$ cat src/rtl/mc_pattern_pkg.sv
// Shared types and constants for the memory-controller pattern sequencer.
// Optional LFSR data source is enabled with macro MC_PATTERN_SEQ_LFSR_EN.
package mc_pattern_pkg;

  localparam int DEF_DATA_W = 31;
  localparam int DEF_DEPTH  = 9;
  localparam int DEF_CNT_W  = 16;

  typedef enum logic [1:0] {
    S_IDLE = 2'd0,
    S_RUN  = 2'd1,
    S_DONE = 2'd2
  } state_t;

  // Galois feedback masks (right-shift form) for maximal-length LFSRs
  function automatic logic [63:0] lfsr_taps(input int w);
    logic [63:0] t;
    case (w)
      8:       t = 64'h0000_0000_0000_00B8;
      16:      t = 64'h0000_0000_0000_B400;
      24:      t = 64'h0000_0000_00E1_0000;
      31:      t = 64'h0000_0000_4800_0000;
      32:      t = 64'h0000_0000_8020_0003;
      default: t = (64'd1 << (w - 1)) | 64'd1;
    endcase
    return t;
  endfunction

endpackage

$ cat src/rtl/mc_pattern_lfsr.sv
// Galois LFSR used as an alternative pattern data source.
// Only instantiated when MC_PATTERN_SEQ_LFSR_EN is defined.
module mc_pattern_lfsr
  import mc_pattern_pkg::*;
#(
  parameter int W = DEF_DATA_W
) (
  input  logic         clk,
  input  logic         rst_n,
  input  logic         load,
  input  logic [W-1:0] seed,
  input  logic         step,
  output logic [W-1:0] value
);

  localparam logic [63:0]  TAPS64 = lfsr_taps(W);
  localparam logic [W-1:0] TAPS   = TAPS64[W-1:0];

  logic [W-1:0] val_q;

  // Load a nonzero seed, otherwise shift on each step
  always_ff @(posedge clk) begin
    if (!rst_n) begin
      val_q <= W'(1);
    end else if (load) begin
      val_q <= (seed == '0) ? W'(1) : seed;
    end else if (step) begin
      val_q <= {1'b0, val_q[W-1:1]} ^ (val_q[0] ? TAPS : '0);
    end
  end

  assign value = val_q;

endmodule

$ cat src/rtl/mc_pattern_seq.sv
// Table-driven pattern sequencer feeding words to a memory controller.
// MC_PATTERN_SEQ_LFSR_EN adds lfsr_mode and an LFSR data source.
module mc_pattern_seq
  import mc_pattern_pkg::*;
#(
  parameter  int DATA_W = DEF_DATA_W,
  parameter  int DEPTH  = DEF_DEPTH,
  parameter  int CNT_W  = DEF_CNT_W,
  localparam int IDX_W  = $clog2(DEPTH)
) (
  input  logic              clk,
  input  logic              rst_n,
  input  logic              start,
  input  logic              stop,
  input  logic              loop_mode,
`ifdef MC_PATTERN_SEQ_LFSR_EN
  input  logic              lfsr_mode,
`endif
  input  logic              tbl_wr_en,
  input  logic [IDX_W-1:0]  tbl_wr_addr,
  input  logic [DATA_W-1:0] tbl_wr_data,
  output logic              out_valid,
  input  logic              out_ready,
  output logic [DATA_W-1:0] out_data,
  output logic [IDX_W-1:0]  out_idx,
  output logic              busy,
  output logic              done,
  output logic [CNT_W-1:0]  pass_cnt
);

  localparam logic [IDX_W-1:0] LAST = IDX_W'(DEPTH - 1);

  state_t            state_q, state_d;
  logic [IDX_W-1:0]  idx_q, idx_d;
  logic [CNT_W-1:0]  pass_q, pass_d;
  logic [DATA_W-1:0] tbl_q [DEPTH];

  logic accept;
  logic last;
  logic wr_ok;
  logic go;

  assign accept = (state_q == S_RUN) && out_ready;
  assign last   = (idx_q == LAST);
  assign go     = start && (state_q != S_RUN);
  assign wr_ok  = tbl_wr_en && (state_q != S_RUN)
                && (int'(tbl_wr_addr) < DEPTH);

  // Pattern table; writable only while no sequence is running
  always_ff @(posedge clk) begin
    if (!rst_n) begin
      for (int i = 0; i < DEPTH; i++) begin
        tbl_q[i] <= '0;
      end
    end else if (wr_ok) begin
      tbl_q[tbl_wr_addr] <= tbl_wr_data;
    end
  end

  // FSM, index and pass counter registers
  always_ff @(posedge clk) begin
    if (!rst_n) begin
      state_q <= S_IDLE;
      idx_q   <= '0;
      pass_q  <= '0;
    end else begin
      state_q <= state_d;
      idx_q   <= idx_d;
      pass_q  <= pass_d;
    end
  end

  // Next state: advance on accepted beats, stop aborts after the beat
  always_comb begin
    state_d = state_q;
    idx_d   = idx_q;
    pass_d  = pass_q;
    case (state_q)
      S_IDLE: begin
        if (start) begin
          state_d = S_RUN;
          idx_d   = '0;
          pass_d  = '0;
        end
      end
      S_RUN: begin
        if (accept) begin
          if (last) begin
            pass_d = (&pass_q) ? pass_q : pass_q + 1'b1;
            idx_d  = '0;
            if (!loop_mode) begin
              state_d = S_DONE;
            end
          end else begin
            idx_d = idx_q + 1'b1;
          end
        end
        if (stop) begin
          state_d = S_IDLE;
          idx_d   = '0;
        end
      end
      S_DONE: begin
        if (start) begin
          state_d = S_RUN;
          idx_d   = '0;
          pass_d  = '0;
        end else if (stop) begin
          state_d = S_IDLE;
        end
      end
      default: begin
        state_d = S_IDLE;
        idx_d   = '0;
      end
    endcase
  end

  assign out_valid = (state_q == S_RUN);
  assign busy      = (state_q == S_RUN);
  assign done      = (state_q == S_DONE);
  assign out_idx   = idx_q;
  assign pass_cnt  = pass_q;

`ifdef MC_PATTERN_SEQ_LFSR_EN
  logic              lfsr_on_q;
  logic [DATA_W-1:0] lfsr_val;
  logic [DATA_W-1:0] seed;

  // A same-cycle write to entry 0 must seed the LFSR too
  assign seed = (wr_ok && tbl_wr_addr == '0) ? tbl_wr_data : tbl_q[0];

  // Data source selection is captured when a sequence starts
  always_ff @(posedge clk) begin
    if (!rst_n) begin
      lfsr_on_q <= 1'b0;
    end else if (go) begin
      lfsr_on_q <= lfsr_mode;
    end
  end

  mc_pattern_lfsr #(
    .W (DATA_W)
  ) u_lfsr (
    .clk   (clk),
    .rst_n (rst_n),
    .load  (go),
    .seed  (seed),
    .step  (accept),
    .value (lfsr_val)
  );

  assign out_data = lfsr_on_q ? lfsr_val : tbl_q[idx_q];
`else
  logic unused_go;
  assign unused_go = go;
  assign out_data  = tbl_q[idx_q];
`endif

endmodule
$ cat config.mk
export PLATFORM = sky130hd
export DESIGN_NAME = mc_pattern_seq
export DESIGN_NICKNAME = d
export VERILOG_FILES = /design/src/rtl/mc_pattern_pkg.sv /design/src/rtl/mc_pattern_lfsr.sv /design/src/rtl/mc_pattern_seq.sv
export SDC_FILE = /design/constraint.sdc
export NUM_CORES = 1
export LEC_CHECK = 0
export BUFFER_PORTS_ARGS = -buffer_cell sky130_fd_sc_hd__buf_2
export CAP_MARGIN = 10
export CORE_UTILIZATION = 50
export DETAILED_ROUTE_END_ITERATION = 8
export GPL_ROUTABILITY_DRIVEN = 0
export PLACE_DENSITY = 0.72
export SYNTH_ARGS = -nofsm -noshare
export SYNTH_HDL_FRONTEND = slang
export SYNTH_SLANG_ARGS = --single-unit
$ cat constraint.sdc
create_clock -name clk -period 4.1 [get_ports clk]
set_clock_uncertainty 0.15 [all_clocks]
set_input_delay 0.82 -clock clk [delete_from_list [all_inputs] [get_ports clk]]
set_output_delay 0.82 -clock clk [all_outputs]
set_load 0.02 [all_outputs]
==> run summary <==
Post-synthesis mux area share: 0.158
Most used cell along the critical path: mux4_2
Layout cells sized above 1: 0.239
Global-route wire length before repair: 71200 um
Flop2flop setup slack: 1.50 ns
Die height: 212 um
Final Max Slew Viols: 0
Clock Latency Late Sink: 0.59 ns
Clk pin slew, worst setup/hold paths: 0.06 ns
Most frequent cells in the layout: edfxtp_1, and2_1, conb_1
Antenna cells: 0
Layout area overhead: 17.1%
Crit path capture: out_data[6]
Commonest non-fill, non-tap cell in the layout: edfxtp_1
Slowest Stage Delay on Critical Path: 0.52 ns
Post-cts repair resize count: 0
CP Depth: 5
Top delay family on crit path: multiplexers
Synth Area in XOR/XNOR: 0
CP max-delay cell: mux4_2
RSZ-0062 raised after global routing: false
Critical path startpoint category: flip-flop
Maximum clock path buffer count: 3
Port bufs: 95
Outcome: complete, no violations
Final core utilization: 0.596
Post-route DRC: 0
1st-pass router iterations: 5
Non-Filler Instances: 2153
Vias in the first global route: 12100
CP Cell Sequence: buf_12 > buf_4 > mux4_2 > mux4_2 > buf_2
Tmin final: 3.69 ns
DR iter-0 viols: 961
Total gr overflow: 0
Worst R2R End: tbl_q[0][13]
Area contributors post-synth: edfxtp_1, mux4_2, and2_1
Synthesized area: 22000 um2
Core area: 43300 um2
Rel. slew slack: 0.487
Post-DP HPWL: 26600 um
R2r startpoint: state_q[0]
Placed cells: 2058
Flip-flop and latch count after synthesis: 522
Synth Area in Compound Gates: 0.0155
Share of the synthesized area in the top cell type: 0.676
Root Driver: clkbuf_16
Net count, final: 1573
Crit share post-route: 0.900
Clock sinks: 522
Antenna-violating nets left: 0
Worst-Margin Slew: 0.770 ns
Worst path bufs/invs: 3
# setup viols final: 0
CTS tree: built
Syn Area/Cell: 18.5 um2
Area leader, netlist: edfxtp_1
PD cells: 440 nW/um2
Final Hold Fails: 0
Gr usage total: 0.218
Worst Path Required: 3.13 ns
Chip width: 212 um
Initial antenna violation count: 1
Routed WL per cell: 21.8 um
FF-to-FF path depth: 7
CP Capture Type: output port
Synth warn: 0
Crit Path Max Fanout: 25
Max Cap Viol: 0
Syn Inst Count: 1192
Setup tns final: 0 ns
Vias per cell: 5.45
Yosys cell types: 55
Hold Path Class: input pin to flip-flop
FMAX: 271 MHz
Row count: 76
Die ar.: 44900 um2
Hold Buf Count CTS: 0
TritonCTS Buffers: 53
Synth Area in Simple Gates: 0.106
WL final: 47000 um
Crit path kind: flip-flop to output port
Largest family of logic cells by synthesized area: multiplexers
Num ports: 96
Crit path arrival time: 2.72 ns
IR Drop Worst-Case VDD: 0.000361 V
Largest net degree at the start of global routing: 65
CTS H-tree lvls: 2
Leakage dissipation: 9.62 nW
Register area share after synthesis: 0.700
Vias: 11700
Adder-Cell Fraction of Synth Area: 0.00170
Initial core utilization: 0.509
# Post-CTS Setup Buffers: 0
[cells in the mapped netlist (all sizes together)]
cell type  instances
mux4             155
or2                1
o2111ai            1
a21boi             6
nor2               7
nor2b              3
nand2b             9
nor4               1
edfxtp           496
o221a              1
or3b               1
and4b              1
nand2             25
a21oi              4
a41oi              1
and4               4
a31oi              6
o21a               3
o211ai             2
nand3              9
or4                2
a211oi             2
ha                 3
nor3b              3
and3b              4
dfxtp             26
conb               1
or3                1
inv               10
and2             223
buf               26
o41ai              2
o21ai             15
nor3               4
clkbuf            49
nand4              7
o22ai              1
nand4b             1
o31ai              5
a21o               1
o32ai              1
and3              69
[flip-flops by register name, summed over array words and instances, names as in the netlist, named ones only]
name,flops
state_q,2
tbl_q,496
pass_cnt,16
out_idx,4
[final cells by class]
class / instances / area [um2]
fillers: 3260 / 17500
flip-flops and latches: 522 / 15400
multi-input cells: 801 / 7040
clock buffers: 71 / 1390
repair buffers: 140 / 926
well taps: 585 / 732
clock inverters: 24 / 238
inverters: 10 / 37.5
[report_power, final]
group	switching, mW	internal (mW)
combinational	0.331	0.205
clock	1.97	2.64
sequential	0.0730	6.13
[layer usage]
layer / global-route usage / wire length [um] / up-vias
met2: 0.366 / 23600 / 367
li1: - / - / 5196
met5: 0 / 13 / -
met3: 0.0372 / 2690 / 88
met1: 0.288 / 19500 / 6080
met4: 0.0765 / 1200 / 2
[logic make-up after synthesis]
family,after synthesis
DFF,522
and+or+nand+nor,375
AOI/OAI and AO/OA,51
muxes,155
other,1
buffers and inverters,85
adders and majority gates,3
[how the worst min path moves through the flow]
stage                      from           to  slack, ns  cells after the start
floorplan            state_q[1]   state_q[0]       0.40                      3
global placement    pass_cnt[9]  pass_cnt[9]       0.32                      2
detailed placement  pass_cnt[9]  pass_cnt[9]       0.33                      2
CTS                        stop   state_q[1]       0.27                      2
global route               stop   state_q[1]       0.30                      2
finish                     stop   state_q[1]       0.30                      2
[through the flow]
| step | cell area [um2] | hold WS (ns) | total power [mW] | worst slack [ns] |
|---|---|---|---|---|
| final | 25800 | 0.302 | 11.3 | 0.410 |
| after global routing | 25800 | 0.303 | 11.7 | 0.269 |
| after floorplan | 22800 | 0.397 | 6.60 | 1.28 |
| after global placement | 24200 | 0.321 | 6.82 | 0.988 |
| after CTS | 25800 | 0.272 | 11.5 | 0.326 |
| after detailed placement | 24200 | 0.331 | 6.85 | 0.968 |
Note: power is estimated with default switching activity, not from simulation.
